--- config.mk ---
export PLATFORM = sky130hd
export DESIGN_NAME = instr_mem_ctrl
export DESIGN_NICKNAME = d
export VERILOG_FILES = /design/src/rtl/instr_mem_ctrl.sv
export SDC_FILE = /design/constraint.sdc
export NUM_CORES = 2
export LEC_CHECK = 0
export ABC_AREA = 1
export BUFFER_PORTS_ARGS = -buffer_cell sky130_fd_sc_hd__buf_2
export CORE_AREA = 8 8 458 550
export CTS_BUF_LIST = sky130_fd_sc_hd__clkbuf_2
export DETAILED_ROUTE_END_ITERATION = 8
export DIE_AREA = 0 0 466 558
export PLACE_DENSITY_LB_ADDON = 0.05
export RECOVER_POWER = 100
export SYNTH_ARGS = -nofsm -noshare
export SYNTH_HDL_FRONTEND = slang
export SYNTH_SLANG_ARGS = --single-unit
export TNS_END_PERCENT = 5
--- constraint.sdc ---
create_clock -name clk -period 3.25 [get_ports clk]
set_input_delay 0.1625 -clock clk [delete_from_list [all_inputs] [get_ports clk]]
set_output_delay 0.1625 -clock clk [all_outputs]
set_load 0.01 [all_outputs]
--- src/rtl/instr_mem_ctrl.sv ---
// instr_mem_ctrl: instruction store for the RISC-V fetch path. Provides a
// byte-enabled program-load write port and a ready/valid fetch port with a
// 1- or 2-cycle latency. After every reset the array is zeroed one word per
// cycle; fetches and loads are locked out until that sweep completes.
module instr_mem_ctrl #(
    parameter int               WIDTH    = 32,
    parameter int               DEPTH    = 64,
    parameter int               ADDR_W   = 6,
    parameter int               READ_LAT = 1,
    parameter logic [WIDTH-1:0] NOP_WORD = 32'h00000013
) (
    input  logic                 clk,
    input  logic                 rst,
    input  logic                 rd_en,
    input  logic [ADDR_W-1:0]    rd_addr,
    input  logic                 rd_stall,
    output logic                 rd_ready,
    output logic [WIDTH-1:0]     instruct,
    output logic                 rd_valid,
    output logic                 rd_err,
    input  logic                 wr_en,
    input  logic [ADDR_W-1:0]    wr_addr,
    input  logic [WIDTH-1:0]     wr_data,
    input  logic [WIDTH/8-1:0]   wr_be,
    output logic                 busy
);
    localparam int                NBYTES    = WIDTH / 8;
    localparam logic [ADDR_W:0]   DEPTH_EXT = (ADDR_W + 1)'(DEPTH);
    localparam logic [ADDR_W-1:0] LAST_ADDR = ADDR_W'(DEPTH - 1);

    typedef enum logic {CLEAR, RUN} state_t;

    state_t            state;
    logic [ADDR_W-1:0] clr_cnt;
    logic [WIDTH-1:0]  mem [DEPTH];

    logic              accept;
    logic              rd_oor;
    logic              wr_oor;
    logic [WIDTH-1:0]  rd_word;

    // Values presented to the output register by the selected latency path
    logic              stage_vld;
    logic              stage_err;
    logic [WIDTH-1:0]  stage_data;

    // Merge the enabled bytes of a load word into the existing word
    function automatic logic [WIDTH-1:0] merge_bytes(input logic [WIDTH-1:0]  old_word,
                                                     input logic [WIDTH-1:0]  new_word,
                                                     input logic [NBYTES-1:0] be);
        logic [WIDTH-1:0] res;
        res = old_word;
        for (int i = 0; i < NBYTES; i++) begin
            if (be[i]) res[8*i +: 8] = new_word[8*i +: 8];
        end
        return res;
    endfunction

    // Addresses are unsigned; widen by one bit so DEPTH itself is representable
    assign rd_oor   = ({1'b0, rd_addr} >= DEPTH_EXT);
    assign wr_oor   = ({1'b0, wr_addr} >= DEPTH_EXT);
    assign rd_ready = (state == RUN) & ~rd_stall;
    assign accept   = rd_en & rd_ready;

    // Combinational array read; out-of-range fetches never touch the array
    always_comb begin
        rd_word = NOP_WORD;
        if (!rd_oor) rd_word = mem[rd_addr];
    end

    // Clear/run sequencer: sweep every word once, then open the ports
    always_ff @(posedge clk) begin
        if (rst) begin
            state   <= CLEAR;
            clr_cnt <= '0;
            busy    <= 1'b1;
        end else if (state == CLEAR) begin
            if (clr_cnt == LAST_ADDR) begin
                state <= RUN;
                busy  <= 1'b0;
            end else begin
                clr_cnt <= clr_cnt + 1'b1;
            end
        end
    end

    // Array writes: zero fill during the sweep, byte-enabled loads afterwards
    always_ff @(posedge clk) begin
        if (state == CLEAR) begin
            mem[clr_cnt] <= '0;
        end else if (wr_en && !wr_oor) begin
            mem[wr_addr] <= merge_bytes(mem[wr_addr], wr_data, wr_be);
        end
    end

    generate
        if (READ_LAT == 2) begin : g_lat2
            logic             vld_p0;
            logic             err_p0;
            logic [WIDTH-1:0] data_p0;

            // Stage p0: request valid, frozen by stall, dropped by reset
            always_ff @(posedge clk) begin
                if (rst)            vld_p0 <= 1'b0;
                else if (!rd_stall) vld_p0 <= accept;
            end

            // Stage p0: registered array read for the accepted request
            always_ff @(posedge clk) begin
                if (!rd_stall && accept) begin
                    data_p0 <= rd_word;
                    err_p0  <= rd_oor;
                end
            end

            assign stage_vld  = vld_p0;
            assign stage_err  = err_p0;
            assign stage_data = data_p0;
        end else begin : g_lat1
            assign stage_vld  = accept;
            assign stage_err  = rd_oor;
            assign stage_data = rd_word;
        end
    endgenerate

    // Output stage: new result on valid, instruct holds otherwise, all frozen on stall
    always_ff @(posedge clk) begin
        if (rst) begin
            instruct <= NOP_WORD;
            rd_valid <= 1'b0;
            rd_err   <= 1'b0;
        end else if (!rd_stall) begin
            rd_valid <= stage_vld;
            rd_err   <= stage_vld & stage_err;
            if (stage_vld) instruct <= stage_data;
        end
    end

endmodule

==> run_results.csv <==
group,metric,value,unit
status,outcome,"finished with violations",
status,violations,"max-capacitance violations, max-slew violations, negative setup slack",
worst_setup_path,reg2reg_from,"state",
logic_synthesis,ys.flop_type,"edfxtp_1",
sta,clock_skew,0.129,ns
sta,hold_viol,0,
floorplan,rows,199,
layout,final_core_util,40.3,%
logic_synthesis,synth_area_leaders,"edfxtp_1 73%, nand3_1 11%, nand2_1 10%",
flow_run,maxCapViolCount,4,
sta,period_minus_slack,3.28,ns
sta,period_share,101,%
place,place_ws,-0.0288,ns
grt,met2_usage,39.4,%
layout,fillers,23900,
routing,wl_per_cell,25.9,um
grt,grt_start_max_net_pins,175,
grt,met1_usage,29.3,%
routing,via_count,60000,
floorplan,core-area,243000,um2
power_and_ir_drop,power,50.6,mW
sta,worst_pin_slew,1.78,ns
logic_synthesis,synth_nets,7357,
logic_synthesis,yosysWarnings,0,
floorplan,chipHeight,558,um
cts,cts_htree_levels,6,
floorplan,die_w,466,um
place,port_buffers,87,
cts,cts_tree,"yes",
floorplan,top_level_ports,89,
logic_synthesis,synth_cell_types,27,
floorplan,initial_utilization,34.8,%
layout,syn_to_final_growth,15.8,%
power_and_ir_drop,leakage,38.2,nW
layout,multi_input_area,20200,um2
worst_setup_path,r2r-end,"mem[39][19]",
logic_synthesis,synth_top_area_share,72.7,%
grt,grt_pass1_wl,436000,um
place,post-dp-hpwl,196000,um
cts,insertion_delay,1.76,ns
worst_setup_path,critical_path.endpoint,"mem[39][19]",
worst_setup_path,end_kind,"flip-flop",
hold_path,hp-class,"in -> reg",
sta,worst_slack,-0.0268,ns
logic_synthesis,synthCells,7303,
layout,fin_area,97900,um2
hold_path,hold_depth,12,
grt,overflow,0,
sta,setup_viol,8,
layout,drive_gt1_share,16.2,%
grt,grt-busiest-layer,"met2",
worst_setup_path,max_stage_delay,0.42,ns
logic_synthesis,async_reset_ff_share,0,%
place,gp_congestion,0.838,
power_and_ir_drop,power_density,517,nW/um2
cts,root_buffer,"clkbuf_2",
routing,drcViolationCount,0,
worst_setup_path,cp_data_arrival_time,4.72,ns
logic_synthesis,synth_edf_count,2048,
logic_synthesis,synthesis.area,84600,um2
worst_setup_path,crit_slowest_cell,"o21ai_2",
worst_setup_path,crit_start,"state",
routing,dr.pass1.iters,6,
worst_setup_path,critPathMaxFanout,9,
layout,final-seq-area,62300,um2
routing,ant_nets,0,
routing,vias_per_cell,5.08,
logic_synthesis,synth_most_common_cell,"nand2_1",
cts,post_cts_buffers,0,
floorplan,dieArea,260000,um2
sta,slew_viol_final,35,
grt,met3_usage,3.64,%
worst_setup_path,worstPathCellList,"nand2_1, inv_2, o21ai_1, nand2_2, o21ai_2, inv_1, nor2_4, clkbuf_2, nand2_1, buf_4, nor2_1, buf_4",
logic_synthesis,synthTopCellsByCount,"2347 x nand2_1, 2048 x edfxtp_1, 1925 x nand3_1",
routing,wl,306000,um
grt,grt_pass1_vias,61200,
layout,fin_nets,8260,
grt,grt_use_total,23.0,%
cts,cts_made_buffers,562,
logic_synthesis,ys_ff_latch,2089,
cts,clk_pin_slew_worst_paths,0.10,ns
sta,rsz0062_at_grt,"no",
grt,antenna_found_initial,18,
place,placed_cell_area,93100,um2
routing,first_iter_violations,4912,
worst_setup_path,critPathKind,"reg -> reg",
worst_setup_path,r2r_cells,12,
worst_setup_path,reg2reg_slack,-0.03,ns
logic_synthesis,yosysSeqAreaShare,73.7,%
sta,maxSlewHeadroom,-19.2,%
cts,cts_sinks,2089,
cts,clk_path_buf_depth,4,
worst_setup_path,crit_required,4.70,ns
sta,max_freq,0.305,GHz
logic_synthesis,yosys.area.top_type,"edfxtp_1",
worst_setup_path,startpoint_type,"flip-flop",
logic_synthesis,avgSynthCellArea,11.6,um2
power_and_ir_drop,vdd_drop_max,255,uV
[sequential cells by signal, indices dropped and copies added, names as in the netlist]
name / flops
mem: 2048
instruct: 32
state: 1
busy: 1
rd_valid: 1
clr_cnt: 6
[final cells by class]
cell class / count / share of cell area (%)
diodes: 14 / 0.0358
clock buffers: 800 / 4.09
clock inverters: 137 / 0.778
inverters: 82 / 0.346
multi-input cells: 4650 / 20.6
flip-flops and latches: 2089 / 63.6
well taps: 3216 / 4.11
repair buffers: 821 / 6.41
[power by group]
| part | switching (mW) | internal, mW |
|---|---|---|
| combinational | 2.23 | 0.905 |
| clock | 11.0 | 7.16 |
| sequential | 0.0348 | 29.2 |
[cells by family (layout without fill, tap and decap cells)]
logic type	Yosys count	count (layout)	share of synthesized area (%)
buf+inv	564	1840	2.56
flops	2089	2089	73.7
compound gates	56	56	0.441
simple gates	4592	4592	23.3
other cells	1	15	0.00443
fa+ha+maj	1	1	0.0148
[cell usage in the layout, fill, tap and decap left out, types with 26 or more instances in the layout]
cell type      netlist  final
buf_12               0     76
buf_2               36     56
buf_4                1    136
clkbuf_1           381    165
clkbuf_2             0   1005
clkinv_1             3     93
dfxtp_1             41     41
dlygate4sd3_1        0    161
edfxtp_1          2048   2048
inv_1               67     66
inv_2               12     26
nand2_1           2347   2343
nand3_1           1925   1925
nor2_1             297    295
o21a_1              29     29
[critical path: cells and delay by family, from the launching register on]
family                 cells  cell delay [ns]
flip-flops                 1             0.34
AND/OR/NAND/NOR            5             1.09
buffers and inverters      5             1.04
AO/OA/AOI/OAI              2             0.52
[metrics by stage]
stage / hold WS (ns) / setup TNS [ns] / std cells
floorplan: 0.232 / 0 / 7303
global placement: 0.432 / -1.99 / 10700
detailed placement: 0.436 / -0.335 / 10700
CTS: 0.00104 / -0.00127 / 11800
global route: 0.177 / 0 / 11800
finish: 0.232 / -0.184 / 11800
[what timing repair did]
action | CTS | global route
hold buffers | 161 | 0
hold endpoints to repair | 4137 | 0
endpoints found under the setup margin | 17 | 1
gates resized for setup | 2 | 3
[per-layer routing]
layer	part of all wire [%]	vias up
met5	0.0042	-
met2	49	1788
li1	-	27800
met4	4.0	2
met1	42	29900
met3	5.1	513
[worst min-delay path by stage]
stage / startpoint / to / slack, ns
after global placement: busy / busy / 0.43
after global routing: rd_addr[2] / instruct[2] / 0.18
final: rd_addr[1] / instruct[12] / 0.23
after floorplan: rst / rd_valid / 0.23
after detailed placement: rd_stall / rd_valid / 0.44
after CTS: wr_be[2] / mem[2][12] / 0.001
(Power assumes the default switching activity.)
